==> src/rtl/fnd_time_scan.sv <==
// rtl/fnd_time_scan.sv - 4-digit 7-segment scan driver for msec/sec/min/hour time fields
module fnd_time_scan #(
    parameter int SCAN_DIV = 100_000
) (
    input  logic       clk,
    input  logic       rst,
    input  logic [6:0] i_msec,
    input  logic [5:0] i_sec,
    input  logic [5:0] i_min,
    input  logic [4:0] i_hour,
    input  logic       i_mode,
    input  logic       i_half_sec,
    output logic [3:0] o_fnd_com,
    output logic [7:0] o_fnd_data
);
    localparam int CNT_W = $clog2(SCAN_DIV);
    localparam logic [3:0] DIGIT_DASH = 4'hF;

    logic [CNT_W-1:0] prescaler;
    logic             scan_tick;
    logic [1:0]       sel;

    logic [6:0] msec_q;
    logic [5:0] sec_q;
    logic [5:0] min_q;
    logic [4:0] hour_q;
    logic       mode_q;

    logic [6:0] pair_val;
    logic [6:0] pair_max;
    logic [3:0] digit;
    logic [7:0] seg_next;

    assign scan_tick = (prescaler == CNT_W'(SCAN_DIV - 1));

    // Snapshot is taken on the last tick of a frame so all four digits show one coherent time.
    always_ff @(posedge clk) begin
        if (rst) begin
            prescaler <= '0;
            sel       <= 2'd0;
            msec_q    <= '0;
            sec_q     <= '0;
            min_q     <= '0;
            hour_q    <= '0;
            mode_q    <= 1'b0;
        end else begin
            prescaler <= scan_tick ? '0 : prescaler + CNT_W'(1);
            if (scan_tick) begin
                sel <= sel + 2'd1;
            end
            if (scan_tick && sel == 2'd3) begin
                msec_q <= i_msec;
                sec_q  <= i_sec;
                min_q  <= i_min;
                hour_q <= i_hour;
                mode_q <= i_mode;
            end
        end
    end

    function automatic logic [7:0] seg_code(input logic [3:0] d);
        case (d)
            4'd0:    seg_code = 8'hC0;
            4'd1:    seg_code = 8'hF9;
            4'd2:    seg_code = 8'hA4;
            4'd3:    seg_code = 8'hB0;
            4'd4:    seg_code = 8'h99;
            4'd5:    seg_code = 8'h92;
            4'd6:    seg_code = 8'h82;
            4'd7:    seg_code = 8'hF8;
            4'd8:    seg_code = 8'h80;
            4'd9:    seg_code = 8'h90;
            default: seg_code = 8'hBF;
        endcase
    endfunction

    // sel[1] picks the upper (sec/hour) or lower (msec/min) pair; sel[0] picks tens vs ones.
    always_comb begin
        pair_val = '0;
        pair_max = '0;
        case ({mode_q, sel[1]})
            2'b00: begin pair_val = msec_q;          pair_max = 7'd99; end
            2'b01: begin pair_val = {1'b0, sec_q};   pair_max = 7'd59; end
            2'b10: begin pair_val = {1'b0, min_q};   pair_max = 7'd59; end
            default: begin pair_val = {2'b0, hour_q}; pair_max = 7'd23; end
        endcase
        if (pair_val > pair_max) begin
            digit = DIGIT_DASH;
        end else if (sel[0]) begin
            digit = 4'(pair_val / 7'd10);
        end else begin
            digit = 4'(pair_val % 7'd10);
        end
        seg_next = seg_code(digit);
        if (sel == 2'd2 && i_half_sec) begin
            seg_next[7] = 1'b0;
        end
    end

    always_ff @(posedge clk) begin
        if (rst) begin
            o_fnd_com  <= 4'b1111;
            o_fnd_data <= 8'hFF;
        end else begin
            o_fnd_com  <= ~(4'b0001 << sel);
            o_fnd_data <= seg_next;
        end
    end
endmodule

==> config.mk <==
export PLATFORM = sky130hd
export DESIGN_NAME = fnd_time_scan
export DESIGN_NICKNAME = d
export VERILOG_FILES = /design/src/rtl/fnd_time_scan.sv
export SDC_FILE = /design/constraint.sdc
export NUM_CORES = 1
export LEC_CHECK = 0
export CAP_MARGIN = 0
export CELL_PAD_IN_SITES_DETAIL_PLACEMENT = 1
export CELL_PAD_IN_SITES_GLOBAL_PLACEMENT = 2
export CORE_MARGIN = 4
export CORE_UTILIZATION = 27
export DETAILED_ROUTE_END_ITERATION = 8
export MAX_ROUTING_LAYER = met4
export PLACE_DENSITY = 0.64
export SLEW_MARGIN = 10
export SYNTH_ARGS = -nofsm -noshare
export SYNTH_HDL_FRONTEND = slang
export SYNTH_SLANG_ARGS = --single-unit
==> constraint.sdc <==
create_clock -name clk -period 7.7 [get_ports clk]
set_input_delay 1.155 -clock clk [delete_from_list [all_inputs] [get_ports clk]]
set_output_delay 1.155 -clock clk [all_outputs]
set_load 0.01 [all_outputs]
# Word level (Yosys, flattened, before mapping)
# Memory sizes are Yosys's and may differ from the RTL's. A register that Yosys moved wholly into a read port is not among the register bits.
# Index checks and enable logic that the tools add are counted.
totals:
  ff_bits: 56
  output_inout_bits: 12
  mem_count: 1
  word_cells: 32
  rom_bits: 112
  in_bits: 28
op_classes:
  mux: 5
  div_mod_pow: 2
  bitwise_logic: 1
  add_sub_neg: 2
  order_cmp: 1
  n_eq_ne: 5
  n_reduce_logical: 5
  n_shift: 1
mem_list:
  columns: ["name", "words", "width", "read_ports", "rd_clocked_by_memory_dff", "write_ports", "line", "source"]
  rows:
  - ["(no name shown)", 16, 7, 1, 1, 0, "62", "case (d)"]
op_table:
  columns: ["op", "count"]
  rows:
  - ["$pmux W7 S3", 1]
  - ["$add A17 B1 Y17 const B", 1]
  - ["$eq A17 B17 Y1 const B", 1]
  - ["$pmux W7 S2", 1]
  - ["$mux W4", 2]
  - ["$div A7 B4 Y7 const B", 1]
  - ["$gt A7 B7 Y1", 1]
  - ["$mod A7 B4 Y7 const B", 1]
  - ["$eq A2 B2 Y1 const B", 3]
  - ["$not A4 Y4", 1]
  - ["$reduce_or A2 Y1", 2]
  - ["$shl A1 B2 Y4 const A", 1]
  - ["$add A2 B1 Y2 const B", 1]
  - ["$eq A2 B1 Y1 const B", 1]
  - ["$logic_and A1 B1 Y1", 2]
  - ["$logic_not A2 Y1", 1]
  - ["$mux W1", 1]

# Logic depth before layout (Yosys ltp)
logic_depth:
  depth_word: 5
  ltp_mapped: 30
  mapped_depth_nobuf: 29

# Least setup slack after synthesis
# No wires, ideal clock.
synth_path:
  path_kind: "reg2reg"
  startpoint: "register sel[1]"
  endpoint: "register o_fnd_data[1]"
  path_slack_ns: 1.811
  stages_incl_launch_ff: 30
  t_required_ns: 7.570
  arrival_time_ns: 5.759
  setup_ns: 0.130
  path_buffers: 1
  synth_period_minus_slack_ns: 5.889
  cell_sequence: "dfxtp_1 > inv_1 > ha_1 > buf_2 > a222oi_1 > or2_2 > ha_1 > nor2_1 > a2111o_1 > o211ai_1 > nor3_1 > nor3_1 > ha_1 > nand2_1 > o31ai_1 > o32ai_1 > a21oi_1 > nor2_2 > xnor2_1 > ha_1 > o31ai_1 > o31a_1 > a211oi_2 > o21a_1 > o221ai_2 > or2_2 > inv_1 > ha_1 > nor3_1 > a21oi_1"
synth_via:
  elab_chain_len: 5
  word_cells_on_any_way: 11
  cone_classes: "2 x div; 1 x order compare; 2 x eq/ne; 4 x mux; 2 x reduce/logical"
synth_rtl:
  columns: ["element", "line", "source"]
  rows:
  - ["start: declaration", "21", "logic [1:0] sel;"]
  - ["start signal: assignment", "49", "sel <= sel + 2'd1;"]
  - ["$eq A2 B2 Y1 (tied with other cells)", "81", "case ({mode_q, sel[1]})"]
  - ["$pmux W7 S3 / $reduce_or A2 Y1 (equally long branches)", null, null]
  - ["$mod A7 B4 Y7 (tied with other cells)", "92", "digit = 4'(pair_val % 7'd10);"]
  - ["$mux W4 / $gt A7 B7 Y1 (equally long branches)", "89, 87", null]
  - ["$mux W4 *", "87", "if (pair_val > pair_max) begin"]
  - ["end: declaration", "14", "output logic [7:0] o_fnd_data"]
# Mark *: on every way between the ends. The rest lies on a longest branch, timed or not.
# A chain may end at the register's enable or synchronous reset.

# Worst setup path after layout
# Same ends and word-level chain as after synthesis.

==> impl_results.md <==
- Final wirelength: about 9000 um
- Post-synthesis adder-cell area fraction: under 10%
- Post-synthesis sequential area ratio: a little over a third
- Clock Tree Root: clkbuf_16
- CP Launch Type: register
- Synth cell count leaders: 68 x nand2_1, 56 x dfxtp_1, 36 x a21oi_1
- DR vias: just under 3000
- Postcts setup bufs: 0
- Leak: between 1 and 1.5 nW
- Fin crit period: a little under 7 ns
- Synth top area share: 35.2%
- PortBufs: 39
- Clk buf depth: 2
- Mapped Area: roughly 0.0032 mm^2
- DP Cell Count: about 560
- Synth warn: 0
- DR vias/cell: 5.14
- TritonCTS clock tree: done
- Core Rows: 39
- Post-Route Setup TNS: 0 ns
- Largest net degree at the start of global routing: 34
- GRT overflow: 0
- Main area contributors after synthesis: dfxtp_1 35%, ha_1 8.2%, nand2_1 8.0%
- Routability cong.: approximately 0.84
- Hold Crit Start: hour_q[2]
- Final setup vio count: 0
- Final #Nets: ~480
- Post-synth top area cell: dfxtp_1
- RSZ-0062 raised after global routing: false
- Top-count cell post-synth: nand2_1
- Avg WL per Cell: about 16 um
- Clock Sinks: 56
- Final Skew: 0.00466 ns
- Final core utilization: 33.5%
- Area grow syn2layout: 20.6%
- Initial Util: between 20 and 30%
- Final slew viol count: 0
- Clk_lat worst skew: ~0.29 ns
- First-pass GRT wire length: 15200 um
- Max-Cap Viols: 0
- Data required, critical path: about 7.9 ns
- Number of remaining DRC errors: 0
- Die height: approximately 120 um
- Async SR Flop Fraction: 0%
- GR Util All Layers: between 10% and 20%
- Element type at the critical path end: register
- Layout cells sized above 1: under 10%
- Post-Syn Instances: just under 400
- Die area: ~0.014 mm^2
- Die width: around 120 um
- Crit path max-delay cell type: a222oi_1
- Critical Path Start: sel[1]
- Hold Crit Endpoint: hour_q[2]
- Clock-pin slew on the worst setup and hold paths: 0.07 ns
- Crit path DAT: about 7 ns
- Initial antenna violation count: 0
- Detailed Route Iter0 Violations: roughly 180
- Post-route cell area: roughly 0.0038 mm^2
- Fraction of synthesized area in multiplexers: less than 1%
- Tcrit/Tclk final: about nine tenths
- Non-Filler Instances: ~570
- Hold Crit Class: register to register
- Ant diodes: 0
- Reg2reg path depth: 28
- Critical Path Fanout Max: 14
- R2r setup slk: between 0.7 and 0.8 ns
- Pwr Density: 149 mW/mm^2
- R2R Path End: o_fnd_data[1]
- Rel. slew slack: ~33%
- Post-Place Setup Slack: roughly 0.76 ns
- Syn_nets: roughly 450
- Ys flop type: dfxtp_1
- Placeable Area: ~0.011 mm^2
- Synthesized area per cell: ~8 um^2
- Compound-Gate Fraction of Synth Area: 21.4%
- Htree depth: 2
- Number of synthesized flops with an enable pin: 0
- Fin. Hold Viols: 0
- Main combinational cell family by area after synthesis: simple AND/OR/NAND/NOR gates
- Worst r2r src: sel[1]
- Num CTS Buffers: 5
- Yosys reg bits: 56
- Final ANT Viol Nets: 0
- Critical path's largest stage delay: 0.46 ns
- Post-DP HPWL: 6740 um
- Post-synth cell types: slightly below 70
- Max Fclk: approximately 140 MHz
- Drt first pass iters: 5
- Ports: 40
- Buf+Inv Stages, Crit Path: 2
- IR Drop Worst-Case VDD: between 0.08 and 0.09 mV
- Most used cell, CP: ha_1
- Post-Synth Simple-Gate Area: about a quarter
- WHS Path Cells: 2
- Synth Area in XOR/XNOR: between 4 and 5%
- Final worst slack: 0.791 ns
- Slew @ Worst Pin: around 1 ns
- Status: complete, no violations
- Worst setup path class: register to register
- Top Family by Delay on Critical Path: compound AO/OA/AOI/OAI gates
- Vias in the first global route: 3095
- Cell Area, Placed: 0.00368 mm^2
per-stage QoR:
stage	hold WS (ns)	power, W
detailed placement	0.455	0.000331
floorplan	0.431	0.000310
global placement	0.448	0.000331
global route	0.487	0.000597
CTS	0.465	0.000583
finish	0.464	0.000573
power by group:
| group | switching (W) | leakage (nW) | internal [W] |
|---|---|---|---|
| Clock | 0.0000985 | 0.0757 | 0.000150 |
| Sequential | 0.00000201 | 0.454 | 0.000293 |
| Combinational | 0.0000111 | 0.817 | 0.0000183 |
| Total | 0.000112 | 1.35 | 0.000461 |
logic make-up (layout without fill, tap and decap cells):
group,Yosys count,in the layout
buffers and inverters,36,65
flip-flops,56,56
AND/OR/NAND/NOR,168,168
multiplexers,3,3
adder cells (fa/ha/maj),21,21
XOR/XNOR,16,16
AO/OA/AOI/OAI,96,96
routing by layer:
layer | vias to the layer above | wire, um | part of all wire (%) | global-route usage (%)
li1 | 1467 | - | - | -
met5 | - | 0 | 0 | -
met4 | 0 | 100 | 1.1 | 2.98
met3 | 8 | 183 | 2.0 | 2.02
met1 | 1411 | 4400 | 49 | 18.5
met2 | 31 | 4300 | 48 | 23.2
timing repair:
item	4_1_cts	5_1_grt
hold endpoints to repair	0	0
hold buffers	0	0
gates resized for setup	0	1
endpoints found under the setup margin	0	5
worst reg2reg max path, delay by kind of cell (launching register included):
family / cells / cell delay, ns
XOR/XNOR: 1 / 0.24
AND/OR/NAND/NOR: 8 / 1.55
buffers and inverters: 2 / 0.23
adder cells (fa/ha/maj): 5 / 1.46
flip-flops: 1 / 0.45
AO/OA/AOI/OAI: 12 / 2.85
how the worst max path moves through the flow:
stage | to | slack, ns | cells past startpoint
2_1_floorplan | o_fnd_data[1] | 1.81 | 29
3_3_place_gp | o_fnd_data[1] | 1.07 | 28
3_5_place_dp | o_fnd_data[1] | 0.76 | 29
4_1_cts | o_fnd_data[1] | 0.69 | 29
5_1_grt | o_fnd_data[1] | 0.07 | 29
6_report | o_fnd_data[1] | 0.79 | 28
area by class of cell:
cell class | instances | area, um^2
fill | 1360 | 7620
multi-input combinational | 304 | 1920
sequential | 56 | 1120
timing repair buffer | 40 | 398
tap | 143 | 179
clock buffer | 5 | 125
inverter | 19 | 71.3
clock inverter | 1 | 30.0
flip-flops by register name, indices dropped and copies added, names as in the netlist:
| signal | count |
|---|---|
| hour_q | 5 |
| min_q | 6 |
| mode_q | 1 |
| msec_q | 7 |
| o_fnd_com | 4 |
| o_fnd_data | 8 |
| prescaler | 17 |
| sec_q | 6 |
| sel | 2 |
cell usage in the layout (no fill, tap or decap), types with 2 or more instances in the layout:
cell / synthesis / routed
nand3_1: 16 / 16
a222oi_1: 5 / 5
mux2i_1: 2 / 2
o21a_1: 3 / 3
or2_2: 6 / 6
nand2b_1: 2 / 2
clkbuf_16: 0 / 5
xor2_1: 8 / 8
clkdlybuf4s50_1: 0 / 39
nor3_1: 10 / 9
o211ai_1: 3 / 3
and3_1: 6 / 6
nor2b_1: 2 / 2
dfxtp_1: 56 / 56
and4_1: 3 / 3
a21oi_1: 36 / 36
a31oi_1: 4 / 4
o31ai_1: 3 / 3
a41o_1: 2 / 2
inv_2: 2 / 2
inv_1: 17 / 17
nor2_1: 34 / 34
nor4_1: 2 / 2
a22oi_1: 3 / 3
xnor2_1: 8 / 8
and2_1: 4 / 4
o21ai_0: 9 / 9
o32ai_1: 2 / 2
nand4_1: 6 / 6
ha_1: 21 / 21
nand2_1: 68 / 68
Note: power is estimated with default switching activity, not from simulation.
